File: config.mk
export PLATFORM = sky130hd
export DESIGN_NAME = uart_cmd_receiver
export DESIGN_NICKNAME = d
export VERILOG_FILES = /design/src/rtl/uart_cmd_receiver.sv
export SDC_FILE = /design/constraint.sdc
export NUM_CORES = 1
export LEC_CHECK = 0
export ABC_AREA = 1
export BUFFER_PORTS_ARGS = -buffer_cell sky130_fd_sc_hd__buf_4
export CAP_MARGIN = 10
export CORE_AREA = 2 2 101 73
export DETAILED_ROUTE_END_ITERATION = 10
export DIE_AREA = 0 0 103 75
export PLACE_DENSITY = 0.48
export SETUP_SLACK_MARGIN = 0.02
export SLEW_MARGIN = 30
export SYNTH_ARGS = -nofsm -noshare
export SYNTH_HDL_FRONTEND = slang
export SYNTH_SLANG_ARGS = --single-unit
File: constraint.sdc
create_clock -name clk -period 3.77 [get_ports clk]
set_input_delay 0.1885 -clock clk [delete_from_list [all_inputs] [get_ports clk]]
set_output_delay 0.1885 -clock clk [all_outputs]
set_load 0.02 [all_outputs]
File: src/rtl/uart_cmd_receiver.sv
// 8N1 UART receiver with single-byte command decode for the host link.
// Build with UART_RX_PARITY_EN defined to receive 8E1 frames and drop bad-parity bytes.
module uart_cmd_receiver #(
  parameter int         CLK_HZ    = 25_000_000,
  parameter int         BAUD      = 115_200,
  parameter logic [7:0] CMD_IMAGE = 8'h49,
  parameter logic [7:0] CMD_COLOR = 8'h43
) (
  input  logic       clk,
  input  logic       reset,
  input  logic       rx_serial,
  output logic [7:0] rx_data,
  output logic       rx_valid,
  output logic       cmd_image,
  output logic       cmd_color,
  output logic       frame_err,
  output logic       busy
);
  localparam int CPB = CLK_HZ / BAUD;
  localparam int CW  = $clog2(CPB);
  localparam logic [CW-1:0] BIT_LAST  = CW'(CPB - 1);
  localparam logic [CW-1:0] HALF_LAST = CW'(CPB / 2 - 1);

  typedef enum logic [2:0] {IDLE, START, DATA, PARITY, STOP, DONE, WAIT_IDLE} state_t;

  state_t        state;
  logic [1:0]    rx_sync;
  logic          rx, rx_prev;
  logic [CW-1:0] bit_cnt;
  logic [2:0]    idx;
  logic [7:0]    shift;
  logic          stop_ok;

  assign rx   = rx_sync[1];
  assign busy = (state != IDLE);

  always_ff @(posedge clk or negedge reset) begin
    if (!reset) begin
      rx_sync <= 2'b11;
      rx_prev <= 1'b1;
    end else begin
      rx_sync <= {rx_sync[0], rx_serial};
      rx_prev <= rx;
    end
  end

`ifdef UART_RX_PARITY_EN
  logic par_bad;
  assign stop_ok = rx & ~par_bad;

  always_ff @(posedge clk or negedge reset) begin
    if (!reset)                                       par_bad <= 1'b0;
    else if (state == PARITY && bit_cnt == BIT_LAST) par_bad <= ^shift ^ rx;
  end
`else
  assign stop_ok = rx;
`endif

  always_ff @(posedge clk or negedge reset) begin
    if (!reset) begin
      state     <= IDLE;
      bit_cnt   <= '0;
      idx       <= '0;
      shift     <= '0;
      rx_data   <= '0;
      rx_valid  <= 1'b0;
      cmd_image <= 1'b0;
      cmd_color <= 1'b0;
      frame_err <= 1'b0;
    end else begin
      rx_valid  <= 1'b0;
      cmd_image <= 1'b0;
      cmd_color <= 1'b0;
      frame_err <= 1'b0;
      case (state)
        IDLE: begin
          bit_cnt <= '0;
          idx     <= '0;
          if (rx_prev && !rx) state <= START;
        end
        // Mid-start-bit re-check rejects line glitches shorter than half a bit.
        START: begin
          if (bit_cnt == HALF_LAST) begin
            bit_cnt <= '0;
            state   <= rx ? IDLE : DATA;
          end else begin
            bit_cnt <= CW'(bit_cnt + 1'b1);
          end
        end
        DATA: begin
          if (bit_cnt == BIT_LAST) begin
            bit_cnt <= '0;
            shift   <= {rx, shift[7:1]};
            idx     <= 3'(idx + 1'b1);
`ifdef UART_RX_PARITY_EN
            if (idx == 3'd7) state <= PARITY;
`else
            if (idx == 3'd7) state <= STOP;
`endif
          end else begin
            bit_cnt <= CW'(bit_cnt + 1'b1);
          end
        end
        PARITY: begin
          if (bit_cnt == BIT_LAST) begin
            bit_cnt <= '0;
            state   <= STOP;
          end else begin
            bit_cnt <= CW'(bit_cnt + 1'b1);
          end
        end
        // Strobes are set here so they are visible during the DONE cycle.
        STOP: begin
          if (bit_cnt == BIT_LAST) begin
            bit_cnt <= '0;
            if (stop_ok) begin
              rx_data   <= shift;
              rx_valid  <= 1'b1;
              cmd_image <= (shift == CMD_IMAGE);
              cmd_color <= (shift == CMD_COLOR);
              state     <= DONE;
            end else begin
              frame_err <= 1'b1;
              state     <= WAIT_IDLE;
            end
          end else begin
            bit_cnt <= CW'(bit_cnt + 1'b1);
          end
        end
        DONE:      state <= IDLE;
        WAIT_IDLE: if (rx) state <= IDLE;
        default:   state <= IDLE;
      endcase
    end
  end
endmodule

### Word-level counts from Yosys, hierarchy flattened

Cells that the tools add are included.

| word-level totals | value |
|---|---|
| register bits | 37 |
| input bits | 3 |
| output and inout port bits | 13 |
| logic and storage cells | 68 |

| operators by class | value |
|---|---|
| add/sub/neg operators | 2 |
| eq/ne operators | 17 |
| multiplexer cells | 27 |
| reduce and logical (&&, ||, !) cells | 11 |

Operators with widths:

| kind | count |
|---|---|
| 8-bit by 7-bit == test with 1-bit output (second input constant) | 3 |
| 3-bit 2-to-1 mux | 8 |
| 8-bit case mux with 3 select lines | 1 |
| 3-bit case mux with 6 select lines | 1 |
| 8-bit 2-to-1 mux | 2 |
| 2-bit inequality test (second input constant) | 7 |
| 1-bit 2-to-1 mux | 12 |
| 3-bit == test (second input constant) | 3 |
| 8-bit by 1-bit adder with 8-bit output (second input constant) | 1 |
| 8-bit == test (second input constant) | 1 |
| 7-bit AND reduction | 1 |
| 3-bit by 2-bit == test with 1-bit output (second input constant) | 2 |
| 3-bit case mux with 2 select lines | 1 |
| 3-bit nonzero test | 2 |
| 2-bit 2-to-1 mux | 2 |
| 2-bit AND reduction | 2 |
| 3-bit by 1-bit adder with 3-bit output (second input constant) | 1 |
| 3-bit by 1-bit == test with 1-bit output (second input constant) | 1 |
| 3-bit logical NOT | 1 |
| 3-bit AND reduction | 1 |
| 3-bit OR reduction | 1 |
| 2-bit nonzero test | 1 |
| 1-bit logical AND | 1 |
| 1-bit logical NOT | 1 |

### Depth between registers and ports, before layout

Gate-level depths: netlist of run 1.

| logic depth | value |
|---|---|
| word-level depth | 4 |
| depth in mapped cells | 10 |
| mapped depth without buffers | 10 |

### Worst setup path before layout of run 1

OpenSTA, ideal clock, no wires.

| timing path | value |
|---|---|
| kind | flip-flop to flip-flop |
| start point | register bit_cnt[0] |
| end point | register rx_data[4] |
| arrival | 1.259 ns |
| data required time | 3.652 ns |
| setup slack | 2.394 ns |
| stages on the path, launching flop included | 11 |
| buffers on the path | 1 |
| period minus slack after synthesis | 1.376 ns |
| cells stage by stage | dfrtp_1 -> inv_1 -> ha_1 -> nand2_1 -> nor2_2 -> nand2_4 -> inv_2 -> nand2_4 -> buf_6 -> nand2_1 -> o21ai_2 |

| between the ends | value |
|---|---|
| cells in the longest elaborated chain, start to end | 2 |

Ends and longest elaborated chain:

| element | line | text |
|---|---|---|
| start: declaration | 29 | `logic [CW-1:0] bit_cnt;` |
| start signal: assignment | 87 | `bit_cnt <= CW'(bit_cnt + 1'b1);` |
| start signal: assignment | 101 | `bit_cnt <= CW'(bit_cnt + 1'b1);` |
| start signal: assignment | 109 | `bit_cnt <= CW'(bit_cnt + 1'b1);` |
| 8-bit == test | 114 | `if (bit_cnt == BIT_LAST) begin` |
| 3-bit AND reduction (no source line) | -- |  |
| end signal: assignment | 117 | `rx_data <= shift;` |
| end: declaration | 12 | `output logic [7:0] rx_data,` |

No other way between the ends.
A chain may end at the register's enable or synchronous reset.

### Worst setup path after layout of run 1

| timing path | value |
|---|---|
| start point | register state[0] |
| end point | output busy |

| between the ends | value |
|---|---|
| cells in the longest elaborated chain, start to end | 1 |

Ends and longest elaborated chain:

| element | line | text |
|---|---|---|
| start: declaration | 26 | `state_t state;` |
| start signal: assignment | 85 | `state <= rx ? IDLE : DATA;` |
| 3-bit nonzero test | 35 | `assign busy = (state != IDLE);` |
| end: declaration | 17 | `output logic busy` |

No other way between the ends.

==> results of run 1 <==
==> worst register-to-register path: stages (launching register included) <==
cell     delay, ns
dfrtp_1       0.41
inv_1         0.08
ha_1          0.14
nand2_1       0.07
nor2_2        0.13
nand2_4       0.11
inv_2         0.10
nand2_4       0.13
inv_2         0.10
nand2_1       0.07
nor2_1        0.11
==> cell type report <==
type,count,area [um^2]
sequential,37,929.6
inverter,26,97.59
clock inverter,2,37.54
fill,720,4499
multi-input combinational,144,797.0
clock buffer,6,82.58
timing repair buffer,17,132.6
tap,94,117.6
==> path summary, 6_finish.rpt <==
check	to	slack, ns	cells past startpoint
min reg2reg	rx_sync[1]	0.36	0
max in group asynchronous	rx_sync[1]	3.01	2
min in group asynchronous	shift[6]	0.40	2
max	busy	2.21	3
min	rx_sync[1]	0.36	0
max reg2reg	cmd_image	2.26	10
==> cells in the mapped netlist, types with 5 or more instances <==
| master | count | share of area [%] |
|---|---|---|
| nand2_1 | 61 | 12 |
| nand3_1 | 11 | 3.0 |
| o21ai_2 | 6 | 2.8 |
| dfrtp_1 | 34 | 46 |
| o21ai_0 | 11 | 3.0 |
| nand2_4 | 5 | 3.0 |
| inv_2 | 7 | 1.4 |
| nand4_1 | 5 | 1.7 |
| inv_1 | 19 | 3.9 |
| nor2_4 | 5 | 3.0 |
| nor2_1 | 20 | 4.1 |
==> power groups by stage <==
stage / Combinational (mW) / Clock, mW / Sequential, mW
final: 0.241 / 0.360 / 0.448
after global routing: 0.273 / 0.388 / 0.452
after CTS: 0.242 / 0.374 / 0.448
after detailed placement: 0.239 / 0 / 0.456
after global placement: 0.241 / 0 / 0.456
after floorplan: 0.185 / 0 / 0.450
==> metal layers <==
metal,GRT usage (%),vias up
li1,-,696
met4,3.509,0
met2,14.07,22
met5,0,-
met1,15.14,618
met3,2.878,4
==> state kept, by name, summed over array words and instances (netlist names) <==
name       cells
cmd_color      1
rx_valid       1
bit_cnt        8
cmd_image      1
rx_data        8
idx            3
rx_sync        2
shift          8
state          3
rx_prev        1
frame_err      1
==> cell families (layout without fill, tap and decap cells) <==
logic type	count (synthesis)	in the layout	synth area share, %
compound gates	19	19	6.368
fa+ha+maj	4	4	2.710
flops	37	37	50.34
buf+inv	28	51	6.504
simple gates	118	118	32.66
xor+xnor	3	3	1.423
==> repair_timing <==
item	CTS	global route
endpoints found under the hold margin	34	1
gates resized for setup	0	0
hold buffers	1	1
==> stage by stage <==
step / area [um^2] / util [%]
after global placement: 2054 / 30.69
after global routing: 2195 / 32.79
after floorplan: 1847 / -
after detailed placement: 2054 / 30.69
final: 2195 / 32.79
after CTS: 2185 / 32.64
==> flow_summary_export.csv, run 1 <==
group,metric,value,unit
critical_path,critPathLaunchType,"register",
global_route,antenna_found_initial,0,
place,place_ws,2.259,ns
power,net-switching-power,0.3395,mW
outcome,outcome,"finished, final reports clean",
synthesis,postSynthCellCount,209,
clock_tree,cts_htree_levels,2,
synthesis,synth_fp_nets,216,
timing,hold_ws,0.3566,ns
place,gp_congestion,0.7780,
detailed_routing,firstDrtPassIters,4,
power,switching_share,32.34,%
detailed_routing,postRouteAntennaNets,0,
synthesis,seq_area_frac_synth,50.34,%
timing,max_freq,0.6416,GHz
floorplanning,dieArea,0.007725,mm^2
power,p_leak,1.073,nW
detailed_routing,wl_met3,129,um
floorplanning,core_area,0.006694,mm^2
synthesis,syn_avg_cell_area,8.836,um^2
critical_path,crit_path_top_delay_cell,"dfrtp_1",
synthesis,synth.cell_area,0.001847,mm^2
final_layout,final_common_cell,"nand2_1",
floorplanning,fp-row-count,25,
detailed_routing,routed-wl-met2,1.407,mm
clock_tree,cts.sinks,37,
clock_tree,cts_buffers,5,
power,pwr-share-clk,34.3,%
power,p_per_area,478.3,mW/mm^2
detailed_routing,viasPerCell,4.110,
power,p_int,0.7103,mW
worst_hold_path,min_from,"rx_sync[0]",
clock_tree,ctsRootBufferMaster,"clkbuf_8",
flow_run,drv_cap,0,
timing,fin_crit_sh,41.34,%
timing,setup_viol,0,
critical_path,cp.required,3.58,ns
floorplanning,die_y,75,um
timing,maxSlewViolCount,0,
critical_path,startpoint,"state[0]",
power,comb_power_share,23.0,%
global_route,grt_use_total,10.17,%
timing,slew_headroom,68.26,%
place,port-buffer-count,15,
critical_path,cpPeakStageDelay,0.48,ns
final_layout,instances_no_fill,326,
synthesis,synth_edf_count,0,
detailed_routing,dr_total_vias,1340,
timing,tightestPinTransition,0.4760,ns
power,max-vdd-ir-drop,0.2344,mV
detailed_routing,avgRoutedWirePerCell,10.58,um
place,dp_cells,316,
detailed_routing,top_layer_used,"met4",
clock_tree,clock_latency,0.29,ns
critical_path,critical_path_class,"reg2out",
synthesis,synth_flop_cell,"dfrtp_1",
critical_path,endpoint_kind,"output port",
global_route,grt_first_pass_wirelength,5.996,mm
global_route,grt_overflow,0,
synthesis,ys_types,21,
detailed_routing,postRouteWirelength,3.450,mm
floorplanning,ios,16,
timing,fin_skew,0.008846,ns
final_layout,diodes,0,
final_layout,area_growth,18.83,%
worst_hold_path,hp-class,"reg2reg",
clock_tree,cts_tree,"yes",
critical_path,crit_arrival,1.37,ns
final_layout,nets,238,
timing,hold_viol,0,
critical_path,path_cells,"nor2_4 > nand2_1 > buf_4",
detailed_routing,drc,0,
place,dp_hpwl,2.506,mm
timing,period_minus_slack,1.559,ns
clock_tree,path_clk_slew,0.07,ns
timing,rsz0062_at_grt,"false",
detailed_routing,wl_met1,1.872,mm
timing,fin_ws,2.211,ns
critical_path,crit_family,"flip-flops",
synthesis,synth_warnings,0,
global_route,grt_max_degree,38,
critical_path,path_max_fanout,5,
critical_path,critPathBufInv,1,
floorplanning,die_w,103,um
floorplanning,initial_core_util,27.59,%
synthesis,async_reset_ff_share,100.0,%
critical_path,r2r_start,"bit_cnt[0]",
global_route,grt_pass1_vias,1274,
power,power_frac_seq,42.7,%
final_layout,most-common-layout-cells,"nand2_1 (61), dfrtp_1 (34), nor2_1 (20)",
power,p_total,1.050,mW
synthesis,ys_ff_latch,37,
clock_tree,post_cts_buffers,0,
clock_tree,clock_path_buffers,2,
timing,setup_tns,0,ns
final_layout,drive_above_1_share,25.43,%
detailed_routing,drt_first_iter_violations,74,
Power figures use the tool's default switching activity.
==> run 2: changes to the inputs <==
- clock period: 3.77 -> 1.6 ns (I/O delays scaled with it)
==> run 2 against run 1 <==
Effect of this change: hold slack worse by 0.069 ns; sequential cell count unchanged; final area up 3.6%; global-route usage down 0.060 points; die area unchanged; clock skew up 0.0012 ns; final cell count up 3.1%; power up 120%; sequential power up 130%; clock-buffer cell count unchanged.
==> flow_summary_export.csv, run 2 (synthesis results as in run 1) <==
group,metric,value,unit
floorplanning,core_area,0.006694,mm^2
critical_path,crit_path_top_delay_cell,"dfrtp_1",
detailed_routing,viasPerCell,4.125,
place,port-buffer-count,15,
place,dp_cells,317,
critical_path,critical_path_class,"reg2reg",
clock_tree,ctsRootBufferMaster,"clkbuf_8",
floorplanning,ios,16,
global_route,antenna_found_initial,0,
final_layout,final_cell_area,0.002273,mm^2
final_layout,nFillCells,695,
critical_path,path_max_fanout,15,
timing,setup_viol,0,
timing,fin_skew,0.01010,ns
detailed_routing,postRouteWirelength,3.613,mm
global_route,grt_max_degree,38,
timing,maxSlewViolCount,0,
timing,tightestPinTransition,0.4705,ns
detailed_routing,postRouteAntennaNets,0,
timing,slew_headroom,68.64,%
final_layout,drive_above_1_share,28.93,%
detailed_routing,avgRoutedWirePerCell,10.75,um
timing,rsz0062_at_grt,"true",
place,gp_congestion,0.7830,
flow_run,drv_cap,0,
critical_path,critPathBufInv,3,
clock_tree,clock_latency,0.29,ns
place,dpl_cell_area,0.002062,mm^2
final_layout,multi_input_area,817.0,um^2
detailed_routing,drt_first_iter_violations,59,
final_layout,diodes,0,
place,dp_hpwl,2.558,mm
global_route,grt_use_total,10.11,%
timing,period_minus_slack,1.466,ns
final_layout,instances_no_fill,336,
critical_path,cpPeakStageDelay,0.40,ns
critical_path,path_cells,"inv_2 > ha_1 > nand2_1 > nor2_2 > nand2_4 > inv_4 > nand2_8 > inv_2 > nand2_1 > nor2_1",
global_route,grt_first_pass_wirelength,5.968,mm
clock_tree,cts_buffers,5,
timing,max_freq,0.6820,GHz
floorplanning,die_w,103,um
clock_tree,cts_htree_levels,2,
clock_tree,cts.sinks,37,
critical_path,endpoint_kind,"register",
power,p_leak,1.099,nW
global_route,grt_overflow,0,
floorplanning,initial_core_util,27.59,%
detailed_routing,drc,0,
floorplanning,die_y,75,um
critical_path,crit_family,"simple AND/OR/NAND/NOR gates",
power,p_per_area,1032,mW/mm^2
floorplanning,fp-row-count,25,
timing,hold_ws,0.2878,ns
final_layout,final_util,33.96,%
final_layout,area_growth,23.10,%
timing,hold_viol,0,
detailed_routing,firstDrtPassIters,4,
power,max-vdd-ir-drop,0.4079,mV
clock_tree,clock_path_buffers,2,
final_layout,nets,248,
detailed_routing,dr_total_vias,1386,
outcome,outcome,"finished, final reports clean",
critical_path,crit_arrival,1.68,ns
timing,fin_crit_sh,91.65,%
final_layout,regArea,929.6,um^2
clock_tree,path_clk_slew,0.08,ns
global_route,grt_pass1_vias,1242,
timing,setup_tns,0,ns
final_layout,final_common_cell,"nand2_1",
final_layout,largestRegisters,"bit_cnt (8), rx_data (8), shift (8)",
critical_path,critPathLaunchType,"register",
worst_hold_path,hp-class,"in2async",
final_layout,most-common-layout-cells,"nand2_1 (61), dfrtp_1 (34), buf_4 (23)",
critical_path,cp.required,1.81,ns
clock_tree,cts_tree,"yes",
floorplanning,dieArea,0.007725,mm^2
## run 2: cell type report
type	count	share of cell area, %
inverter	26	4.403
clock inverter	2	0.6054
clock buffer	6	3.632
multi-input combinational	145	35.94
tap	94	5.173
timing repair buffer	26	9.356
sequential	37	40.89
## run 2: through the flow
step	total power [mW]	worst slack (ns)
floorplan	1.496	0.2235
global route	2.506	0.005555
global placement	1.649	0.1184
detailed placement	1.640	0.1042
finish	2.345	0.1336
CTS	2.347	0.07438
## run 2: final timing paths
| check | from | end | slack (ns) | depth (start not counted) |
|---|---|---|---|---|
| hold reg to reg | rx_sync[0] | rx_sync[1] | 0.36 | 0 |
| max in group asynchronous | reset | rx_sync[1] | 0.96 | 2 |
| hold / removal | reset | bit_cnt[2] | 0.29 | 2 |
| min in group clk | rx_sync[0] | rx_sync[1] | 0.36 | 0 |
| setup reg to reg | bit_cnt[0] | cmd_color | 0.13 | 10 |
| setup / recovery | bit_cnt[0] | cmd_color | 0.13 | 10 |
## run 2: where the power goes
part / switching [mW] / internal, mW / leakage, nW
registers: 0.0664 / 0.987 / 0.502
clock network: 0.338 / 0.349 / 0.0512
logic: 0.400 / 0.205 / 0.546
## run 2: routing by layer
layer / global-route usage (%) / vias up / wire length, um
li1: - / 716 / -
met1: 15.66 / 643 / 1947
met2: 13.49 / 25 / 1520
met3: 3.064 / 2 / 116
met4: 2.632 / 0 / 29
met5: 0 / - / 0
## run 2: what timing repair did
action | in CTS | in global routing
buffers inserted | 0 | 8
resized for setup | 0 | 3
endpoints found under the hold margin | 35 | 0
hold buffers | 2 | 0
endpoints found under the setup margin | 0 | 12
==> run 3: changes to the inputs <==
- CELL_PAD_IN_SITES_DETAIL_PLACEMENT: default -> 1
- CELL_PAD_IN_SITES_GLOBAL_PLACEMENT: default -> 2
- PLACE_DENSITY: 0.48 -> 0.67
==> run 3 against run 2 <==
Effect of this change: sequential power is essentially flat; power hardly changed; final cell count down 1.2%; clock skew is 0.0011 ns lower; register-to-register slack hardly changed; largest power group unchanged.
==> flow_summary_export.csv, run 3 (synthesis results as in run 1) <==
group,metric,value,unit
detailed_routing,drc,0,
global_route,grt_use_total,12.02,%
clock_tree,cts_htree_levels,2,
final_layout,final_common_cell,"nand2_1",
critical_path,endpoint_kind,"output port",
final_layout,nets,244,
worst_hold_path,hp-class,"in2async",
global_route,grt_first_pass_wirelength,7.017,mm
clock_tree,path_clk_slew,0.08,ns
detailed_routing,dr_total_vias,1365,
timing,fin_crit_sh,93.43,%
final_layout,instances_no_fill,332,
detailed_routing,postRouteAntennaNets,0,
place,dp_hpwl,3.026,mm
timing,max_freq,0.6689,GHz
place,gp_congestion,0.7318,
critical_path,cp.required,1.52,ns
global_route,grt_max_degree,38,
critical_path,critPathBufInv,1,
floorplanning,dieArea,0.007725,mm^2
clock_tree,clock_latency,0.29,ns
clock_tree,clock_path_buffers,2,
clock_tree,cts_buffers,5,
critical_path,crit_path_top_delay_cell,"dfrtp_1",
final_layout,most-common-layout-cells,"nand2_1 (61), dfrtp_1 (34), nor2_1 (20), buf_4 (20), inv_1 (18)",
detailed_routing,postRouteWirelength,4.025,mm
floorplanning,fp-row-count,25,
outcome,outcome,"finished, final reports clean",
power,p_leak,1.077,nW
critical_path,crit_arrival,1.41,ns
detailed_routing,firstDrtPassIters,4,
global_route,antenna_found_initial,0,
timing,hold_viol,0,
critical_path,r2r_setup_slack,0.14,ns
floorplanning,die_y,75,um
critical_path,r2r-end,"bit_cnt[7]",
power,p_per_area,1047,mW/mm^2
timing,setup_viol,0,
timing,tightestPinTransition,0.4838,ns
timing,maxSlewViolCount,0,
clock_tree,ctsRootBufferMaster,"clkbuf_8",
global_route,grt_pass1_vias,1413,
final_layout,drive_above_1_share,27.73,%
final_layout,largestRegisters,"bit_cnt (8), rx_data (8), shift (8)",
final_layout,diodes,0,
timing,slew_headroom,67.75,%
critical_path,path_max_fanout,5,
clock_tree,cts.sinks,37,
detailed_routing,viasPerCell,4.111,
critical_path,cpPeakStageDelay,0.49,ns
timing,fin_skew,0.008987,ns
detailed_routing,drt_first_iter_violations,57,
final_layout,area_growth,21.21,%
timing,period_minus_slack,1.495,ns
place,port-buffer-count,15,
clock_tree,cts_tree,"yes",
floorplanning,initial_core_util,27.59,%
global_route,grt_overflow,0,
flow_run,drv_cap,0,
critical_path,crit_family,"flip-flops",
power,max-vdd-ir-drop,0.3748,mV
place,dp_cells,321,
critical_path,critical_path_class,"reg2out",
critical_path,r2r_start,"bit_cnt[0]",
timing,setup_tns,0,ns
critical_path,ff2ff_path_depth,8,
timing,rsz0062_at_grt,"true",
floorplanning,ios,16,
critical_path,path_cells,"nor2_4 > nand2_1 > buf_4",
floorplanning,core_area,0.006694,mm^2
detailed_routing,avgRoutedWirePerCell,12.12,um
floorplanning,die_w,103,um
critical_path,path_depth,3,
critical_path,critPathLaunchType,"register",
-- run 3: cell types whose count changed in the layout (fill, tap and decap cells not counted) --
cell | before | now
buf_4 | 23 | 20
clkbuf_8 | 6 | 5
clkinv_4 | 1 | 0
clkinvlp_4 | 0 | 1
inv_6 | 0 | 1
nor2_2 | 4 | 3
-- run 3: cell type report --
type | instances | area, um^2
Timing Repair Buffer | 23 | 190.2
Fill cell | 828 | 4456
Multi-Input combinational cell | 144 | 810.8
Clock inverter | 3 | 21.27
Sequential cell | 37 | 929.6
Inverter | 26 | 100.1
Tap cell | 94 | 117.6
Clock buffer | 5 | 68.82
-- run 3: metal layers --
metal  GRT usage [%]  wire [um]  vias up
met5               0          0        -
met1           18.30       2206      632
met4           3.509         28        0
met3           3.435        146        2
li1                -          -      716
met2           16.38       1643       15
-- run 3: power breakdown --
part	total [mW]	switching [mW]	leakage [nW]	internal, mW
Clock	0.663	0.354	0.0445	0.309
Combinational	0.625	0.428	0.530	0.197
Sequential	1.06	0.0692	0.502	0.986
Total	2.34	0.852	1.08	1.49
-- run 3: how the worst max path moves through the flow --
stage / from / to / slack (ns)
after floorplan: bit_cnt[0] / rx_data[4] / 0.22
after global placement: bit_cnt[0] / cmd_image / 0.13
after detailed placement: bit_cnt[0] / cmd_image / 0.07
after CTS: bit_cnt[0] / cmd_color / 0.06
after global routing: bit_cnt[0] / cmd_image / 0.01
final: state[0] / busy / 0.11
-- run 3: timing repair --
| item | in CTS | in global routing |
|---|---|---|
| buffers inserted | 0 | 1 |
| hold endpoints to repair | 35 | 0 |
| resized for setup | 0 | 4 |
| endpoints found under the setup margin | 0 | 11 |
| hold buffers | 2 | 0 |
-- run 3: per-stage QoR --
| step | utilization (%) | hold slack [ns] | total power, mW | worst slack [ns] | instance area, um^2 |
|---|---|---|---|---|---|
| 5_1_grt | 33.44 | 0.3410 | 2.495 | 0.01084 | 2238 |
| 4_1_cts | 33.08 | 0.3108 | 2.369 | 0.05544 | 2215 |
| 3_5_place_dp | 31.44 | 0.08592 | 1.689 | 0.07003 | 2105 |
| 6_report | 33.44 | 0.2926 | 2.344 | 0.1051 | 2238 |
| 2_1_floorplan | - | -0.2156 | 1.496 | 0.2235 | 1847 |
| 3_3_place_gp | 31.44 | 0.09308 | 1.686 | 0.1342 | 2105 |
